--- src/rtl/lsu_ctrl.sv ---
// lsu_ctrl -- load/store sequencer between the core MEM stage and a word-only
// data memory (asynchronous word read, synchronous word write).
//
// Adds RISC-V byte/halfword support on top of the word memory:
//   * LB/LH sign-extend, LBU/LHU zero-extend, LW passes the word through
//   * SB/SH are done as read-modify-write of the containing word
//   * misaligned accesses and illegal width codes complete with resp_err=1
//     and never touch memory
//
// Ports:
//   clk, rst        clock, synchronous active-high reset
//   req_valid/ready core request handshake (ready only in IDLE)
//   req_we          1=store, 0=load
//   req_funct3      RISC-V width code
//   req_addr        byte address
//   req_wdata       store data (low byte/half used for SB/SH)
//   resp_valid      one-cycle completion pulse
//   resp_rdata      extended load data (0 for stores/errors)
//   resp_err        misaligned or illegal funct3, qualified by resp_valid
//   mem_rd_en       memory read enable
//   mem_wr_en       memory write enable (forced low while rst=1)
//   mem_addr        word-aligned address, 0 in IDLE
//   mem_wr_data     full word to write
//   mem_rd_data     asynchronous memory read data
//
// Latency from accept cycle T to resp_valid: loads/SW/errors T+2, SB/SH T+3.

module lsu_ctrl #(
    parameter int WIDTH    = 32,
    parameter int ADDR_LSB = 2
) (
    input  logic             clk,
    input  logic             rst,
    input  logic             req_valid,
    output logic             req_ready,
    input  logic             req_we,
    input  logic [2:0]       req_funct3,
    input  logic [WIDTH-1:0] req_addr,
    input  logic [WIDTH-1:0] req_wdata,
    output logic             resp_valid,
    output logic [WIDTH-1:0] resp_rdata,
    output logic             resp_err,
    output logic             mem_rd_en,
    output logic             mem_wr_en,
    output logic [WIDTH-1:0] mem_addr,
    output logic [WIDTH-1:0] mem_wr_data,
    input  logic [WIDTH-1:0] mem_rd_data
);

    typedef enum logic [2:0] {
        IDLE,
        LD,
        RMW_RD,
        WR,
        ERR,
        RESP
    } state_t;

    state_t state_q, state_d;

    // Latched request
    logic             we_q;
    logic [2:0]       funct3_q;
    logic [WIDTH-1:0] addr_q;
    logic [WIDTH-1:0] wdata_q;

    // Merged store word for SB/SH and registered response
    logic [WIDTH-1:0] merge_q;
    logic [WIDTH-1:0] rdata_q;
    logic             err_q;

    logic [WIDTH-1:0] word_addr;

    assign word_addr = {addr_q[WIDTH-1:ADDR_LSB], {ADDR_LSB{1'b0}}};

    // True when the request must complete as an error without memory access.
    function automatic logic req_bad(input logic       we,
                                     input logic [2:0] f3,
                                     input logic [1:0] lane);
        logic illegal;
        logic misaligned;
        if (we)
            illegal = f3[2] || (f3 == 3'b011);
        else
            illegal = (f3 == 3'b011) || (f3 == 3'b110) || (f3 == 3'b111);
        misaligned = ((f3[1:0] == 2'b01) && lane[0]) ||
                     ((f3[1:0] == 2'b10) && (lane != 2'b00));
        return illegal || misaligned;
    endfunction

    // Lane select plus sign/zero extension of a load.
    function automatic logic [WIDTH-1:0] load_extend(input logic [WIDTH-1:0] word,
                                                     input logic [2:0]       f3,
                                                     input logic [1:0]       lane);
        logic [7:0]       b;
        logic [15:0]      h;
        logic [WIDTH-1:0] r;
        b = word[{lane, 3'b000} +: 8];
        h = word[{lane[1], 4'b0000} +: 16];
        case (f3)
            3'b000:  r = {{(WIDTH-8){b[7]}}, b};
            3'b100:  r = {{(WIDTH-8){1'b0}}, b};
            3'b001:  r = {{(WIDTH-16){h[15]}}, h};
            3'b101:  r = {{(WIDTH-16){1'b0}}, h};
            default: r = word;
        endcase
        return r;
    endfunction

    // Replace the addressed byte (SB) or halfword (SH) of the read word.
    function automatic logic [WIDTH-1:0] store_merge(input logic [WIDTH-1:0] word,
                                                     input logic [WIDTH-1:0] wd,
                                                     input logic [2:0]       f3,
                                                     input logic [1:0]       lane);
        logic [WIDTH-1:0] r;
        r = word;
        if (f3[1:0] == 2'b00)
            r[{lane, 3'b000} +: 8] = wd[7:0];
        else
            r[{lane[1], 4'b0000} +: 16] = wd[15:0];
        return r;
    endfunction

    // State register
    always_ff @(posedge clk) begin
        if (rst)
            state_q <= IDLE;
        else
            state_q <= state_d;
    end

    // Request latch, merge word and response registers
    always_ff @(posedge clk) begin
        if (rst) begin
            we_q     <= 1'b0;
            funct3_q <= 3'b000;
            addr_q   <= '0;
            wdata_q  <= '0;
            merge_q  <= '0;
            rdata_q  <= '0;
            err_q    <= 1'b0;
        end else begin
            case (state_q)
                IDLE: begin
                    if (req_valid) begin
                        we_q     <= req_we;
                        funct3_q <= req_funct3;
                        addr_q   <= req_addr;
                        wdata_q  <= req_wdata;
                    end
                end
                LD: begin
                    rdata_q <= load_extend(mem_rd_data, funct3_q, addr_q[1:0]);
                end
                RMW_RD: begin
                    merge_q <= store_merge(mem_rd_data, wdata_q, funct3_q, addr_q[1:0]);
                end
                WR: begin
                    rdata_q <= '0;
                end
                ERR: begin
                    err_q   <= 1'b1;
                    rdata_q <= '0;
                end
                RESP: begin
                    err_q   <= 1'b0;
                    rdata_q <= '0;
                end
                default: ;
            endcase
        end
    end

    // Next state and memory/handshake outputs
    always_comb begin
        state_d     = state_q;
        req_ready   = 1'b0;
        resp_valid  = 1'b0;
        mem_rd_en   = 1'b0;
        mem_wr_en   = 1'b0;
        mem_addr    = '0;
        mem_wr_data = '0;

        case (state_q)
            IDLE: begin
                req_ready = !rst;
                if (req_valid) begin
                    if (req_bad(req_we, req_funct3, req_addr[1:0]))
                        state_d = ERR;
                    else if (!req_we)
                        state_d = LD;
                    else if (req_funct3[1:0] == 2'b10)
                        state_d = WR;
                    else
                        state_d = RMW_RD;
                end
            end
            LD: begin
                mem_rd_en = 1'b1;
                mem_addr  = word_addr;
                state_d   = RESP;
            end
            RMW_RD: begin
                mem_rd_en = 1'b1;
                mem_addr  = word_addr;
                state_d   = WR;
            end
            WR: begin
                // Gating by rst guarantees an abandoned store never lands.
                mem_wr_en   = !rst;
                mem_addr    = word_addr;
                mem_wr_data = (funct3_q[1:0] == 2'b10) ? wdata_q : merge_q;
                state_d     = RESP;
            end
            ERR: begin
                state_d = RESP;
            end
            RESP: begin
                resp_valid = 1'b1;
                state_d    = IDLE;
            end
            default: begin
                state_d = IDLE;
            end
        endcase
    end

    assign resp_rdata = rdata_q;
    assign resp_err   = err_q;

    // we_q is kept for debug visibility of the accepted request direction.
    logic unused_ok;
    assign unused_ok = we_q;

endmodule

--- config.mk ---
export PLATFORM = sky130hd
export DESIGN_NAME = lsu_ctrl
export DESIGN_NICKNAME = d
export VERILOG_FILES = /design/src/rtl/lsu_ctrl.sv
export SDC_FILE = /design/constraint.sdc
export NUM_CORES = 1
export LEC_CHECK = 0
export CAP_MARGIN = 25
export CORE_AREA = 2 2 122 124
export CTS_BUF_LIST = sky130_fd_sc_hd__clkbuf_16
export CTS_CLUSTER_SIZE = 40
export DETAILED_ROUTE_END_ITERATION = 7
export DIE_AREA = 0 0 124 126
export PLACE_DENSITY = 0.8
export SETUP_SLACK_MARGIN = 0.1
export SLEW_MARGIN = 40
export SYNTH_ARGS = -nofsm -noshare
export SYNTH_HDL_FRONTEND = slang
export SYNTH_SLANG_ARGS = --single-unit
--- constraint.sdc ---
create_clock -name clk -period 2.25 [get_ports clk]
set_clock_uncertainty 0.15 [all_clocks]
set_input_delay 0.675 -clock clk [delete_from_list [all_inputs] [get_ports clk]]
set_output_delay 0.675 -clock clk [all_outputs]
set_load 0.005 [all_outputs]
==> results by group <==
Status
  – Status: complete, but fails checks
  – Failing checks: setup timing

Timing
  – Final Hold Fails: 0
  – Final Critical Period: 2451 ps
  – Final setup viols: 64
  – Min Hold Slack: 302.3 ps
  – Final WS setup: -201.2 ps
  – Fmax achieved: 408.0 MHz
  – Tcrit/Tclk final: 1.089
  – Final Max Slew Viols: 0
  – Setup_tns: -7498 ps
  – RSZ-0062 raised after global routing: yes

Setup path
  – Reg-to-reg critical path endpoint: merge_q[22]
  – CP startpoint: funct3_q[1]
  – WP data required: 1420 ps
  – CP startpoint kind: flip-flop
  – Crit Reg-Reg Startpoint: state_q[0]
  – Crit end category: output port
  – Worst R2R Path Depth: 9
  – Critical path peak fanout: 8
  – Worst setup path end: mem_wr_data[7]
  – Critical path type: flip-flop to output port
  – Arrival @ worst endpoint: 1630 ps
  – R2R Setup Slk: 140 ps

Yosys
  – EDFF count, synth: 0
  – Post-synthesis cell count: 831
  – Ys flop type: dfxtp_1
  – Synth cell types: 49
  – Syn Area/Cell: 7.991 um^2
  – Synthesis Warnings: 0
  – Ranking of synthesized cells by area: dfxtp_1 (41%), nand2_1 (12%), a21oi_1 (9.4%)
  – Seq/Total Area, Yosys: 0.4070
  – Cell taking the most area after synthesis: dfxtp_1
  – Async SR Flop Fraction: 0
  – #FFs+latches synth: 135
  – Synthesized area: 6640 um^2
  – Post-synth top area share: 0.4070

Clock network
  – Clock buffer depth: 2
  – Root buffer cell: clkbuf_16
  – Skew-Pair Late Insertion Delay: 420 ps
  – CTS tree: built
  – Clock slew at reported path FFs: 60 ps
  – Clock buffer count from CTS: 17
  – H-tree depth: 4
  – Sink Count: 135

Final layout
  – Fin area: 10,510 um^2
  – N_diodes: 0
  – Fill cells: 1,034
  – Most frequent cells in the layout: nand2_1 (200), clkdlybuf4s50_1 (133), dfxtp_1 (127), a21oi_1 (93), buf_4 (60)
  – Fraction of layout cells with a size suffix above 1: 0.2841
  – Most common cell after layout, fill and taps aside: nand2_1
  – Area Growth Syn to Fin: 58.28%
  – Final nets: 1,179

Power and ir drop
  – VDD IR max: 0.4927 mV
  – Power per cell area: 685.6 nW/um^2
  – Leak: 4.044 nW

Routing
  – Routed vias/inst: 5.806
  – Initial DRT Pass Iterations: 5
  – Via count: 7,362
  – Detail Route Antenna Nets: 0
  – WL/cell: 19.44 um
  – WL final: 24.65 mm
  – DRC marker count from the first detailed-route iteration: 751
  – DRC Markers: 0

GRT
  – Global-route wire length before repair: 36.92 mm
  – Global Route Usage Sum: 0.3050
  – Pin count of the biggest net entering global routing: 105
  – Vias in the first global route: 7,046
  – GRT overflow: 0
  – Initial antenna violation count: 0

Die
  – Die area: 15,620 um^2
  – Core Region: 14,310 um^2
  – Die X: 124 um
  – I/O pin count: 204
  – Starting density of the core: 0.4639
  – FP Rows: 44
  – Die H: 126 um

Place
  – Number of port buffers: 201
  – HPWL Detailed: 15.01 mm
  – Post-Place Setup Slack: -314.8 ps
  – Post-Place Cell Area: 9057 um^2
  – Final RePlAce weighted congestion: 0.9410

Min path
  – Worst min path class: flip-flop to flip-flop

Flow run
  – Max-Cap Viols: 0
==> worst min-delay path by stage <==
stage | startpoint | endpoint | slack [ps] | cells after the start
finish | wdata_q[23] | wdata_q[23] | 300 | 2
global route | addr_q[16] | addr_q[16] | 320 | 2
CTS | addr_q[2] | addr_q[2] | 300 | 2
detailed placement | addr_q[9] | addr_q[9] | 290 | 2
global placement | addr_q[15] | addr_q[15] | 290 | 2
floorplan | addr_q[10] | addr_q[10] | 280 | 2
==> sequential cells by signal (all words and copies together) (netlist names) <==
signal / cells
addr_q: 32
merge_q: 32
resp_rdata: 32
wdata_q: 32
funct3_q: 3
state_q: 3
resp_err: 1
==> repair_timing <==
item	4_1_cts	5_1_grt
pin swaps	18	33
gates cloned	10	2
hold buffers	0	0
resized for setup	356	93
buffers inserted	13	12
endpoints found under the setup margin	66	93
==> cell usage after synthesis (2+ instances only) <==
| cell type | n |
|---|---|
| buf_6 | 7 |
| mux2_4 | 2 |
| mux2i_1 | 23 |
| nor2_1 | 29 |
| a221o_1 | 19 |
| nor3_2 | 2 |
| dfxtp_1 | 135 |
| inv_1 | 12 |
| a221oi_1 | 34 |
| o22ai_1 | 7 |
| and2_1 | 34 |
| o2bb2ai_1 | 12 |
| nand2_1 | 219 |
| ha_1 | 5 |
| nor2b_1 | 4 |
| clkbuf_1 | 34 |
| nand3b_1 | 6 |
| a22o_1 | 6 |
| a2bb2oi_1 | 5 |
| a211o_1 | 16 |
| nand2b_1 | 9 |
| buf_1 | 2 |
| and4b_1 | 2 |
| nor4_1 | 2 |
| buf_4 | 7 |
| buf_2 | 25 |
| o21ai_0 | 9 |
| a21oi_1 | 125 |
| mux4_2 | 2 |
| nor3_1 | 18 |
==> worst max-delay path: stages, from the launching register on <==
cell	delay, ps
dfxtp_4	350
buf_4	140
nand2b_4	130
buf_12	150
nand2_1	100
a21oi_4	200
buf_2	140
==> through the flow <==
stage / power, mW / instances / util
after floorplan: 3.489 / 832 / -
after global placement: 4.137 / 1201 / 0.6328
after detailed placement: 4.165 / 1201 / 0.6328
after CTS: 7.011 / 1255 / 0.7009
after global routing: 7.481 / 1268 / 0.7343
final: 7.206 / 1268 / 0.7343
==> cell type report <==
class                   count  area, um^2  area share
multi-input cells         610        3956      0.3764
repair buffers            295        2982      0.2837
flip-flops and latches    135        2725      0.2593
clock buffers              17       425.4     0.04048
well taps                 184       230.2     0.02190
clock inverters            15       146.4     0.01393
inverters                  12       45.04    0.004286
==> per-layer routing <==
metal,GRT usage,up-vias,wire length [um]
li1,-,3403,-
met2,0.4670,405,11570
met1,0.3932,3480,9819
met3,0.07926,74,2318
met4,0.1586,0,947
met5,0,-,0
==> power breakdown <==
group	internal, mW	total (mW)	switching, mW
Sequential	2.57	2.69	0.122
Combinational	0.911	1.79	0.879
Clock	1.71	2.72	1.02
==> logic make-up (layout without fill, tap and decap cells) <==
| family | after synthesis | after routing | synth area share |
|---|---|---|---|
| AO/OA/AOI/OAI | 242 | 242 | 0.2455 |
| XOR/XNOR | 1 | 1 | 0.001319 |
| adder cells (fa/ha/maj) | 5 | 5 | 0.009422 |
| buffers and inverters | 87 | 339 | 0.06576 |
| flip-flops | 135 | 135 | 0.4070 |
| multiplexers | 28 | 28 | 0.04805 |
| other | 1 | 2 | 0.0005647 |
| AND/OR/NAND/NOR | 332 | 332 | 0.2223 |
Note: power is estimated with default switching activity, not from simulation.
